File: src/rtl/traffic_pkg.sv
// Shared light codes, phase encodings and FSM states for the traffic-light controller and its monitor.
// The helper functions decode an observed light code and give the legal phase order.
package traffic_pkg;

  localparam logic [2:0] LIGHT_MAIN_G = 3'b001;
  localparam logic [2:0] LIGHT_MAIN_Y = 3'b010;
  localparam logic [2:0] LIGHT_CROSS  = 3'b100;

  typedef enum logic [1:0] {
    PH_MAIN_G = 2'd0,
    PH_MAIN_Y = 2'd1,
    PH_CROSS  = 2'd2
  } phase_e;

  typedef enum logic [1:0] {
    ST_SYNC,
    ST_MAIN_G,
    ST_MAIN_Y,
    ST_CROSS
  } state_e;

  function automatic logic is_legal(input logic [2:0] code);
    return (code == LIGHT_MAIN_G) || (code == LIGHT_MAIN_Y) || (code == LIGHT_CROSS);
  endfunction

  function automatic state_e code_to_state(input logic [2:0] code);
    case (code)
      LIGHT_MAIN_G: return ST_MAIN_G;
      LIGHT_MAIN_Y: return ST_MAIN_Y;
      LIGHT_CROSS:  return ST_CROSS;
      default:      return ST_SYNC;
    endcase
  endfunction

  function automatic state_e next_in_order(input state_e s);
    case (s)
      ST_MAIN_G: return ST_MAIN_Y;
      ST_MAIN_Y: return ST_CROSS;
      ST_CROSS:  return ST_MAIN_G;
      default:   return ST_SYNC;
    endcase
  endfunction

endpackage

File: src/rtl/tl_dwell_counter.sv
// Saturating dwell counter: reloads to 1 when the observed code changes, otherwise counts up.
// at_threshold is high while the count is at or above the supplied threshold.
module tl_dwell_counter #(
  parameter int CNT_W = 8
) (
  input  logic             clk,
  input  logic             reset_n,
  input  logic             reload,
  input  logic [CNT_W-1:0] threshold,
  output logic [CNT_W-1:0] count,
  output logic             at_threshold
);

  // NOTE: sequential state uses non-blocking assignments so every register samples pre-edge values.
  always_ff @(posedge clk or negedge reset_n) begin
    if (!reset_n) begin
      count <= '0;
    end else if (reload) begin
      count <= CNT_W'(1);
    end else if (count != '1) begin
      count <= count + CNT_W'(1);
    end
  end

  assign at_threshold = (count >= threshold);

endmodule

File: src/rtl/traffic_light_monitor.sv
// Receive-side checker for the controller's light bus: locks onto the phase sequence,
// checks order and dwell time of each phase, and counts completed light cycles.
module traffic_light_monitor
  import traffic_pkg::*;
#(
  parameter int MAIN_GREEN_CYC  = 5,
  parameter int MAIN_YELLOW_CYC = 3,
  parameter int CROSS_CYC       = 8,
  parameter int DWELL_TOL       = 0,
  parameter int CNT_W           = 8
) (
  input  logic        clk,
  input  logic        reset_n,
  input  logic [2:0]  light_in,
  input  logic        clear,
  output logic [1:0]  phase,
  output logic        phase_valid,
  output logic        dwell_err,
  output logic        seq_err,
  output logic        illegal_code,
  output logic        err_sticky,
  output logic [15:0] cycle_count
);

  logic [2:0]       light_q;
  state_e           state, state_nx, new_state;
  logic             checked, checked_nx;
  logic             long_seen, long_nx;
  logic             change;
  logic             dwell_nx, seq_nx, ill_nx, cyc_inc;
  logic [CNT_W-1:0] dwell_cnt, long_thr;
  logic             at_long;
  int               req;

  assign change = (light_in != light_q);

  tl_dwell_counter #(.CNT_W(CNT_W)) u_dwell (
    .clk          (clk),
    .reset_n      (reset_n),
    .reload       (change),
    .threshold    (long_thr),
    .count        (dwell_cnt),
    .at_threshold (at_long)
  );

  always_comb begin
    case (state)
      ST_MAIN_G: req = MAIN_GREEN_CYC;
      ST_MAIN_Y: req = MAIN_YELLOW_CYC;
      ST_CROSS:  req = CROSS_CYC;
      default:   req = 0;
    endcase
    long_thr = CNT_W'(req + DWELL_TOL);
  end

  // The phase entered straight out of SYNC is partial, so its dwell is never judged (checked=0).
  // NOTE: every combinational output gets a default first, so no path can infer a latch.
  always_comb begin
    state_nx   = state;
    checked_nx = checked;
    long_nx    = long_seen;
    dwell_nx   = 1'b0;
    seq_nx     = 1'b0;
    ill_nx     = 1'b0;
    cyc_inc    = 1'b0;
    new_state  = code_to_state(light_in);
    if (change) begin
      long_nx = 1'b0;
      if (!is_legal(light_in)) begin
        ill_nx     = 1'b1;
        state_nx   = ST_SYNC;
        checked_nx = 1'b0;
      end else if (state == ST_SYNC) begin
        state_nx   = new_state;
        checked_nx = 1'b0;
      end else begin
        seq_nx     = (new_state != next_in_order(state));
        dwell_nx   = checked && !long_seen && (int'(dwell_cnt) < req - DWELL_TOL);
        cyc_inc    = (state == ST_CROSS) && (new_state == ST_MAIN_G);
        state_nx   = new_state;
        checked_nx = 1'b1;
      end
    end else if (state != ST_SYNC && checked && !long_seen && at_long) begin
      // Count is about to pass REQ+TOL: report the overlong phase exactly once.
      dwell_nx = 1'b1;
      long_nx  = 1'b1;
    end
  end

  // NOTE: only control/status registers exist here, and all of them take the async reset.
  always_ff @(posedge clk or negedge reset_n) begin
    if (!reset_n) begin
      light_q      <= 3'b000;
      state        <= ST_SYNC;
      checked      <= 1'b0;
      long_seen    <= 1'b0;
      dwell_err    <= 1'b0;
      seq_err      <= 1'b0;
      illegal_code <= 1'b0;
      err_sticky   <= 1'b0;
      cycle_count  <= 16'd0;
    end else begin
      light_q      <= light_in;
      state        <= state_nx;
      checked      <= checked_nx;
      long_seen    <= long_nx;
      dwell_err    <= dwell_nx;
      seq_err      <= seq_nx;
      illegal_code <= ill_nx;
      err_sticky   <= dwell_nx | seq_nx | ill_nx | (err_sticky & ~clear);
      if (cyc_inc) cycle_count <= cycle_count + 16'd1;
    end
  end

  always_comb begin
    phase_valid = (state != ST_SYNC);
    case (state)
      ST_MAIN_Y: phase = PH_MAIN_Y;
      ST_CROSS:  phase = PH_CROSS;
      default:   phase = PH_MAIN_G;
    endcase
  end

endmodule
File: config.mk
export PLATFORM = sky130hd
export DESIGN_NAME = traffic_light_monitor
export DESIGN_NICKNAME = d
export VERILOG_FILES = /design/src/rtl/traffic_pkg.sv /design/src/rtl/tl_dwell_counter.sv /design/src/rtl/traffic_light_monitor.sv
export SDC_FILE = /design/constraint.sdc
export NUM_CORES = 1
export LEC_CHECK = 0
export ABC_AREA = 0
export BUFFER_PORTS_ARGS = -buffer_cell sky130_fd_sc_hd__buf_2
export CORE_UTILIZATION = 34
export CTS_CLUSTER_SIZE = 14
export DETAILED_ROUTE_END_ITERATION = 10
export GPL_TIMING_DRIVEN = 1
export HOLD_SLACK_MARGIN = 0.06
export PLACE_DENSITY = 0.53
export SYNTH_ARGS = -nofsm -noshare
export SYNTH_HDL_FRONTEND = slang
export SYNTH_SLANG_ARGS = --single-unit
File: constraint.sdc
create_clock -name clk -period 3.85 [get_ports clk]
set_input_delay 0.385 -clock clk [delete_from_list [all_inputs] [get_ports clk]]
set_output_delay 0.385 -clock clk [all_outputs]
set_load 0.005 [all_outputs]
* Yosys cells after proc, flatten, opt, wreduce, memory -nomap -nowiden
Cells that the tools add are included.
Word-level totals: bits of input ports 6, output and inout port bits 23, flip-flop bits (word level) 35
Operators by class: equal/unequal tests 10, reduce and logical (&&, ||, !) cells 13, magnitude comparators 2, $add $sub $neg 2, bitwise logic cells 5, mux-type cells 26
Operators with widths (count):
- $lt A9 B32 Y1 | 1
- $add A16 B1 Y16 const B | 1
- $mux W1 | 16
- $mux W8 | 2
- $pmux W2 S3 | 2
- $pmux W4 S3 | 1
- $add A8 B1 Y8 const B | 1
- $ge A8 B4 Y1 | 1
- $mux W2 | 4
- $ne A8 B8 Y1 const B | 1
- $logic_and A1 B1 Y1 | 6
- $reduce_bool A2 Y1 | 3
- $eq A2 B1 Y1 const B | 2
- $eq A2 B2 Y1 const B | 2
- $pmux W2 S2 | 1
- $eq A3 B1 Y1 const B | 1
- $eq A3 B2 Y1 const B | 1
- $eq A3 B3 Y1 const B | 1
- $ne A3 B3 Y1 | 1
- $or A1 B1 Y1 | 3
- $logic_not A2 Y1 | 1
- $logic_or A1 B1 Y1 | 2
- $ne A2 B2 Y1 | 1
- $and A1 B1 Y1 | 1
- 2 further kinds | 2

* Depth between registers and ports, before layout
Gate-level depths: netlist (run 1).
depth after elaboration 12, mapped depth 9, mapped depth without buffers 9

* By module
A second synthesis (run 1) with hierarchy kept.
Second synthesis, totals: cells, all modules 200, area total of the unflattened synthesis 2005.7 um^2
By module, submodules not included:
- traffic_light_monitor | instances 1, seq. area each 675.6 um^2, cells each 139, area an instance 1418.9 um^2
- tl_dwell_counter | instances 1, seq. area each 200.2 um^2, cells each 61, area an instance 586.8 um^2

* Worst setup path before layout (run 1)
No wires, ideal clock.
kind flip-flop to flip-flop, start register state[0], end register err_sticky, arrival 1.983 ns, required time 3.718 ns, stages on the path, launching flop included 8, path slack 1.735 ns, period minus slack after synthesis 2.115 ns, path through dfrtp_1 > inv_1 > ha_1 > or4_4 > a211oi_2 > nor3_1 > a21oi_1 > or3b_1
On the way: cells in the longest elaborated chain, start to end 12, elaborated cells between the ends (all ways) 27, those cells by class order compare: 2; eq/ne: 4; mux: 12; bitwise: 3; reduce/logical: 6
Ends and longest elaborated chain:
- start: declaration | RTL line traffic_light_monitor.sv:26 | state_e state, state_nx, new_state;
- start signal: assignment | RTL line traffic_light_monitor.sv:104 | state <= state_nx;
- parallel branches: the longest is 9 deep, another holds $lt A9 B32 Y1
- $or A1 B1 Y1 * (3 in series) | RTL line traffic_light_monitor.sv:110 | err_sticky <= dwell_nx | seq_nx | ill_nx | (err_sticky & ~clear);
- end signal: assignment | RTL line traffic_light_monitor.sv:110
- end: declaration | RTL line traffic_light_monitor.sv:21 | output logic err_sticky,
Every way passes the cells marked *. The select of a mux whose other input is x is not followed. A chain may end at the register's enable or synchronous reset.

* Worst setup path after layout (run 1)
Ends and elaborated chain as after synthesis.

==> results of run 1 <==
==> cells by family (layout without fill, tap and decap cells) <==
kind of cell | after synthesis | count (layout) | share of synthesized area [%]
DFF | 35 | 35 | 45.75
buffers and inverters | 15 | 47 | 3.660
and+or+nand+nor | 74 | 74 | 21.11
muxes | 2 | 2 | 1.111
AOI/OAI and AO/OA | 27 | 27 | 10.20
adders and majority gates | 11 | 11 | 7.189
xor gates and xnor gates | 24 | 24 | 10.98
==> flip-flops by register name, indices dropped and copies added (netlist names) <==
signal / cells
dwell_err: 1
cycle_count: 16
checked: 1
seq_err: 1
u_dwell.count: 8
long_seen: 1
light_q: 3
illegal_code: 1
state: 2
err_sticky: 1
==> power by group <==
part / leakage (nW) / switching [mW] / internal [mW]
logic: 0.542 / 0.0709 / 0.0548
registers: 0.454 / 0.0177 / 0.385
clock network: 0.0412 / 0.135 / 0.126
total: 1.04 / 0.223 / 0.566
==> synthesized netlist by cell type (2+ instances only) <==
library cell  number
nor3_1             6
or3b_1             2
inv_1             11
nor2_1            16
or3_1              2
ha_1              11
a21oi_1            6
o21ai_0            4
xor2_1            12
dfrtp_1           35
buf_2              2
nor2b_1            3
nand4_1            7
nand2_1           11
xnor2_1           12
and4_1             2
a211oi_1           2
o211ai_1           5
nor4_1             2
o21ai_1            2
and3_1             4
nand3_1           10
==> metrics by stage <==
step / hold WS [ps] / instance area (um^2)
final: 168.6 / 2198
after global routing: 238.5 / 2198
after CTS: 207.1 / 2198
after detailed placement: 473.3 / 2113
after global placement: 460.0 / 2113
after floorplan: 89.41 / 1914
==> path summary, 6_finish.rpt <==
kind | start | endpoint | cells past startpoint
worst min-delay path | reset_n | cycle_count[14] | 1
worst max register to register | state[0] | err_sticky | 7
min in group clk | light_in[0] | light_q[0] | 1
worst min register to register | cycle_count[15] | cycle_count[15] | 1
worst max-delay path | state[0] | err_sticky | 7
max in group asynchronous | reset_n | state[0] | 1
==> worst max-delay path: cells and delay by family (launching register included) <==
kind            cells  cell delay, ps
flops               1             400
simple gates        3             950
compound gates      2             310
fa+ha+maj           1             360
buf+inv             1              90
==> final cells by class <==
type	count	area [um^2]	share of cell area, %
clock inverters	2	12.51	0.5692
repair buffers	28	140.1	6.374
flip-flops and latches	35	875.8	39.84
multi-input cells	138	968.4	44.05
well taps	70	87.58	3.984
clock buffers	6	72.57	3.301
inverters	11	41.29	1.878
==> layer usage <==
layer / share of wire [%] / global-route usage [%] / wire, um
met1: 54 / 20.16 / 2053
met3: 3.5 / 3.810 / 131
met5: 0 / 0 / 0
met2: 40 / 20.09 / 1525
met4: 1.7 / 6.226 / 63
==> metrics.cfg, run 1 <==
[die]
core_area_um2=5270
design.die.area_um2=5934
dieWidth_um=77.04
die-height_um=77.04
core.rowCount=26
start_util_pct=36.32
pin_count=29

[yosys]
synth_area_um2=1914
synth_warnings=0
synth_top_area_share_pct=45.75
synth_area_leader_cell=dfrtp_1
synth_edf_count=0
syn_inst=188
synth-seq-cells=35
synthTopCellsByArea=dfrtp_1 46%, ha_1 7.2%, xnor2_1 5.5%, xor2_1 5.5%, nor2_1 3.1%
synth-main-ff-cell=dfrtp_1
syn_area_per_cell_um2=10.18
synth.distinct_cells=43
syn_nets=205
ys_seq_area_share_pct=45.75
async_flop_share_pct=100.0

[global_routing]
grt_pass1_vias=1327
grt_pass1_wl_um=6527
antenna_found_initial=0
grt_usage_pct=14.22
grt_start_max_net_pins=36
grt-ovfl-total=0

[clock_tree]
cts_buffer_depth=2
cts_buffers=5
cts.sinks=35
clk_latency_ps=290
clk_pin_slew_ps=70
cts_root_buffer=clkbuf_8
postCtsSetupBuffers=0
holdBufCountCts=0
h-tree-depth=2
cts_resized=0
cts_tree=yes

[pwr]
power.total_mw=0.7896
ir_drop_v=0.0002079
leakage_nw=1.037
p_per_area_nw_per_um2=359.2

[placement]
placed_cells=282
port_buffers=28
hpwl_um=2772
place_ws_ps=1611
gp_congestion=0.7312

[layout]
drive_gt1_share_pct=20.00
layout_commonest_cell=dfrtp_1
layout_common_cells=35 x dfrtp_1, 28 x buf_2, 16 x nor2_1, 12 x xnor2_1, 12 x xor2_1
fin_cells=290
nFillCells=551
num_antenna_cells=0
nets=236
fin_util_pct=41.71
area_growth_pct=14.84

[setup_path]
r2r_slack_ps=1630
worstPathArrival_ps=2390
slowest_stage=or4_4
path_cells=inv_1, ha_1, or4_4, a211oi_2, nor3_1, a21oi_1, or3b_1
cp-start-kind=register
required_ps=4010
critical_path_class=register to register
cp_max_fo=5
crit_path_max_incr_delay_ps=530
critPathCaptureType=register

[routing]
vias=1414
ant_nets=0
vias_per_cell=4.876
wire_per_inst_um=13.01
dr.pass1.iters=4
drt_iter0_markers=48
wirelength_um=3774
drc=0

[sta]
worst-slew-pin-transition_ps=768.9
hold_viol=0
tns_ps=0
period_minus_slack_ps=2221
finalSetupViolations=0
fin_crit_sh_pct=57.68
grt_setup_unrepaired=no
worst_slack_ps=1629
fmax_ghz=0.4503
report.final.slew_viol_count=0
skew_ps=6.235
slew_headroom_pct=48.74

[status]
status=finished clean

[job]
drv_cap=0

[hold_path]
min_path_type=input pin to async pin

Note: power is estimated with default switching activity, not from simulation.
==> run 2, diff against run 1 <==
==> constraint.sdc (replaced) <==
create_clock -name clk -period 2.17 [get_ports clk]
set_input_delay 0.217 -clock clk [delete_from_list [all_inputs] [get_ports clk]]
set_output_delay 0.217 -clock clk [all_outputs]
set_load 0.005 [all_outputs]
==> metrics.cfg, run 2 (synthesis results as in run 1) <==
[hold_path]
min_path_type=input pin to register

[layout]
top_register=cycle_count
layout_common_cells=34 x dfrtp_1, 28 x buf_2, 15 x nor2_1, 12 x xnor2_1, 12 x xor2_1
fin_cells=297  ; +2.4%
drive_gt1_share_pct=28.19  ; +8.2 points
largest_reg_flops=16  ; unchanged
fin_util_pct=45.04  ; +3.3 points
num_antenna_cells=0  ; unchanged
top_regs=cycle_count (16), u_dwell.count (8), light_q (3)
nets=243  ; +3.0%
nFillCells=535  ; -2.9%
area_growth_pct=23.99
layout_commonest_cell=dfrtp_1

[die]
dieWidth_um=77.04  ; unchanged
core_area_um2=5270  ; unchanged
pin_count=29  ; unchanged
design.die.area_um2=5934  ; unchanged
core.rowCount=26  ; unchanged
start_util_pct=36.32  ; unchanged
die-height_um=77.04  ; unchanged

[sta]
period_minus_slack_ps=2124  ; -96.18 ps
fmax_ghz=0.4707  ; +4.5%
report.final.slew_viol_count=0  ; unchanged
worst_slack_ps=45.57  ; -1584 ps
skew_ps=3.990  ; -2.245 ps
grt_setup_unrepaired=yes
slew_headroom_pct=46.50  ; -2.2 points
worst-slew-pin-transition_ps=802.5  ; +33.55 ps
fin_crit_sh_pct=97.90  ; +40 points
finalSetupViolations=0  ; unchanged
hold_viol=0  ; unchanged
tns_ps=0  ; unchanged

[routing]
drt_iter0_markers=55  ; +15%
dr.pass1.iters=4  ; unchanged
vias=1465  ; +3.6%
wirelength_um=3943  ; +4.5%
ant_nets=0  ; unchanged
vias_per_cell=4.933  ; +1.2%
wire_per_inst_um=13.28  ; +2.0%
drc=0  ; unchanged

[placement]
placed_cells=285  ; +1.1%
hpwl_um=2719  ; -1.9%
port_buffers=28  ; unchanged
gp_congestion=0.7420  ; +1.5%
place_ws_ps=-12.68  ; -1624 ps

[global_routing]
grt_start_max_net_pins=36  ; unchanged
antenna_found_initial=0  ; unchanged
grt-ovfl-total=0  ; unchanged
grt_pass1_vias=1299  ; -2.1%
grt_pass1_wl_um=6630  ; +1.6%
grt_usage_pct=14.37  ; +0.15 points

[setup_path]
cp_max_fo=3  ; -2
required_ps=2340  ; -1670 ps
critical_path_class=register to register
cp-start-kind=register
critPathCaptureType=register
worstPathArrival_ps=2290  ; -100 ps
r2r_slack_ps=50  ; -1580 ps

[job]
drv_cap=0  ; unchanged

[pwr]
leakage_nw=1.089  ; +5.0%
ir_drop_v=0.0003744  ; +80%
power.total_mw=1.609  ; +100%
p_per_area_nw_per_um2=678.0  ; +89%

[clock_tree]
cts_buffer_depth=2  ; unchanged
cts.sinks=35  ; unchanged
clk_latency_ps=290  ; about the same
cts_buffers=5  ; unchanged
clk_pin_slew_ps=80  ; about the same
h-tree-depth=2  ; unchanged
cts_tree=yes
cts_root_buffer=clkbuf_8

[status]
status=finished clean

## run 2: final cells by class
| cell class | instances | area, um^2 | share of cell area [%] |
|---|---|---|---|
| clock buffers | 5 | 68.82 | 2.899 |
| clock inverters | 3 | 43.79 | 1.845 |
| inverters | 11 | 41.29 | 1.740 |
| multi-input cells | 138 | 1060 | 44.65 |
| flip-flops and latches | 35 | 877.1 | 36.95 |
| well taps | 70 | 87.58 | 3.690 |
| repair buffers | 35 | 195.2 | 8.223 |
## run 2: timing repair
| action | in CTS | in global routing |
|---|---|---|
| setup endpoints to repair | 1 | 1 |
| gates resized for setup | 0 | 17 |
| cloned | 0 | 0 |
| pin swaps | 0 | 12 |
| setup buffers | 1 | 3 |
| hold buffers | 1 | 0 |
| hold endpoints to repair | 35 | 0 |
## run 2: path summary, 6_finish.rpt
kind / startpoint / to / cells past startpoint
max: state[0] / err_sticky / 7
min: light_in[0] / light_q[0] / 1
max reg2reg: state[0] / err_sticky / 7
min reg2reg: cycle_count[15] / cycle_count[15] / 1
max in group asynchronous: reset_n / state[1] / 2
min in group asynchronous: reset_n / cycle_count[15] / 2
## run 2: worst max-delay path: stages (launching register included)
cell,delay [ps]
dfrtp_1,430
inv_2,150
ha_4,220
or4_4,410
a211oi_2,260
nor3_2,70
a21oi_1,130
or3b_1,340
## run 2: routing by layer
metal,wire length [um],track usage [%],share of wire [%],vias to the layer above
met4,42,5.472,1.1,0
met1,2165,21.71,55,696
met5,0,0,0,-
met2,1605,19.20,41,25
li1,-,-,-,739
met3,131,3.690,3.3,5
## run 2: metrics by stage
| step | hold slack (ps) | cell area (um^2) |
|---|---|---|
| after floorplan | -78.59 | 1914 |
| after global placement | 353.7 | 2136 |
| after detailed placement | 356.9 | 2136 |
| after CTS | 161.0 | 2266 |
| after global routing | 169.8 | 2374 |
| final | 172.6 | 2374 |
## run 2: where the power goes
part	internal [mW]	total, mW	switching [mW]
Clock	0.342	0.601	0.259
Sequential	0.683	0.717	0.0336
Combinational	0.138	0.291	0.152
Total	1.16	1.61	0.445
==> run 3, diff against run 2 <==
--- a/config.mk
+++ b/config.mk
@@ -6,13 +6,13 @@
 export NUM_CORES = 1
 export LEC_CHECK = 0
 export ABC_AREA = 0
-export BUFFER_PORTS_ARGS = -buffer_cell sky130_fd_sc_hd__buf_2
-export CORE_UTILIZATION = 34
+export CORE_UTILIZATION = 45
 export CTS_CLUSTER_SIZE = 14
 export DETAILED_ROUTE_END_ITERATION = 10
+export DONT_BUFFER_PORTS = 1
 export GPL_TIMING_DRIVEN = 1
 export HOLD_SLACK_MARGIN = 0.06
-export PLACE_DENSITY = 0.53
+export PLACE_DENSITY = 0.61
 export SYNTH_ARGS = -nofsm -noshare
 export SYNTH_HDL_FRONTEND = slang
 export SYNTH_SLANG_ARGS = --single-unit
==> metrics.cfg, run 3 (synthesis results as in run 1) <==
[global_routing]
antenna_found_initial=0  ; unchanged
grt_usage_pct=18.68  ; +4.3 points
grt-ovfl-total=0  ; unchanged
grt_pass1_vias=1456  ; +12%
grt_pass1_wl_um=6368  ; -4.0%
grt_start_max_net_pins=36  ; unchanged

[hold_path]
min_path_type=input pin to register
hold_path_depth=2  ; +1
hp-start=light_in[2]
min_to=state[0]

[routing]
drt_iter0_markers=96  ; +75%
wire_per_inst_um=14.57  ; +9.7%
wirelength_um=3715  ; -5.8%
drc=0  ; unchanged
vias_per_cell=5.561  ; +13%
ant_nets=0  ; unchanged
vias=1418  ; -3.2%
dr.pass1.iters=4  ; unchanged

[die]
start_util_pct=47.52  ; +11 points
pin_count=29  ; unchanged
core_area_um2=4029  ; -24%
core.rowCount=23  ; -12%
dieWidth_um=67.23  ; -13%
design.die.area_um2=4519  ; -24%
die-height_um=67.23  ; -13%

[layout]
largest_reg_flops=16  ; unchanged
top_register=cycle_count
nFillCells=358  ; -33%
top_regs=cycle_count (16), u_dwell.count (8), light_q (3)
drive_gt1_share_pct=16.10  ; -12 points
regArea_um2=875.8  ; -0.14%
multi_input_area_um2=1013  ; -4.4%
nets=221  ; -9.1%
area_growth_pct=15.23
layout_commonest_cell=dfrtp_1
num_antenna_cells=0  ; unchanged
layout_common_cells=35 x dfrtp_1, 16 x nor2_1, 12 x xnor2_1, 12 x xor2_1, 11 x nand2_1

[placement]
port_buffers=0  ; -100%
hpwl_um=2599  ; -4.4%
gp_congestion=0.8567  ; +15%

[sta]
tns_ps=0  ; unchanged
report.final.slew_viol_count=0  ; unchanged
hold_viol=0  ; unchanged
finalSetupViolations=0  ; unchanged
grt_setup_unrepaired=yes
fmax_ghz=0.4660  ; -1.0%
worst-slew-pin-transition_ps=411.9  ; -390.5 ps
fin_crit_sh_pct=98.90  ; +1.0 points
slew_headroom_pct=72.46  ; +26 points
skew_ps=6.507  ; +2.517 ps
period_minus_slack_ps=2146  ; +21.63 ps

[pwr]
power.total_mw=1.428  ; -11%
leakage_nw=0.9745  ; -10%
p_per_area_nw_per_um2=647.5  ; -4.5%
ir_drop_v=0.0004813  ; +29%

[clock_tree]
clk_pin_slew_ps=70  ; about the same
clk_latency_ps=280  ; about the same
cts_buffers=5  ; unchanged
cts_root_buffer=clkbuf_8
cts_tree=yes
cts.sinks=35  ; unchanged
h-tree-depth=2  ; unchanged
cts_buffer_depth=2  ; unchanged

[setup_path]
critPathCaptureType=register
worstPathArrival_ps=2310  ; +20 ps
r2r-end=err_sticky
r2r_start=state[0]
cp_max_fo=3  ; unchanged
cp-start-kind=register
r2r_slack_ps=20  ; -20 ps
reg2reg_depth=7  ; unchanged
required_ps=2330  ; about the same
critical_path_class=register to register

[job]
drv_cap=0  ; unchanged

[status]
status=finished clean

==> run 3: cell types whose count changed in the layout (fill, tap and decap cells not counted), sizes merged <==
| cell | delta |
|---|---|
| buf | -25 |
| bufinv | -1 |
| clkbuf | +1 |
| clkinv | -1 |
| clkinvlp | +1 |
| dlygate4sd3 | +3 |
==> run 3: cell type report <==
type,count,area share (%)
well taps,50,2.836
clock inverters,2,0.5672
inverters,11,1.872
flip-flops and latches,35,39.70
multi-input cells,138,45.94
clock buffers,6,3.290
repair buffers,13,5.786
==> run 3: worst max-delay path by stage <==
stage	cells past startpoint	end	slack (ps)	start
floorplan	7	err_sticky	60	state[0]
global placement	7	err_sticky	20	state[0]
detailed placement	7	err_sticky	-50	state[0]
CTS	7	err_sticky	10	state[0]
global route	8	err_sticky	-100	state[1]
finish	7	err_sticky	20	state[0]
==> run 3: critical path: stages (launching register included) <==
cell,delay (ps)
dfrtp_1,420
inv_2,110
ha_4,210
or4_4,510
a211oi_2,250
nor3_2,70
a21oi_1,130
or3b_1,340
==> run 3: routing by layer <==
| metal | wire [um] | global-route usage [%] |
|---|---|---|
| met5 | 0 | 0 |
| met1 | 1626 | 22.09 |
| met2 | 1910 | 33.50 |
| met3 | 156 | 4.561 |
| met4 | 21 | 4.787 |
==> run 3: timing repair <==
action,in CTS,in global routing
endpoints found under the hold margin,39,0
setup buffers,3,1
hold buffers,5,0
pin swaps,0,4
resized for setup,0,11
endpoints found under the setup margin,1,1
==> run 3: metrics by stage <==
stage | setup WS (ps) | utilization [%] | instances | hold slack, ps | instance area (um^2)
finish | 23.94 | 54.75 | 255 | 135.3 | 2206
global route | -101.5 | 54.75 | 255 | 153.2 | 2206
CTS | 10.21 | 53.26 | 254 | 139.8 | 2146
detailed placement | -46.41 | 49.10 | 238 | -77.88 | 1978
global placement | 15.07 | 49.10 | 238 | -77.89 | 1978
floorplan | 55.30 | - | 188 | -78.59 | 1914
==> run 3: where the power goes <==
group	switching, mW	total [mW]	internal [mW]
clock	0.241	0.465	0.224
sequential	0.0351	0.718	0.683
combinational	0.125	0.245	0.120
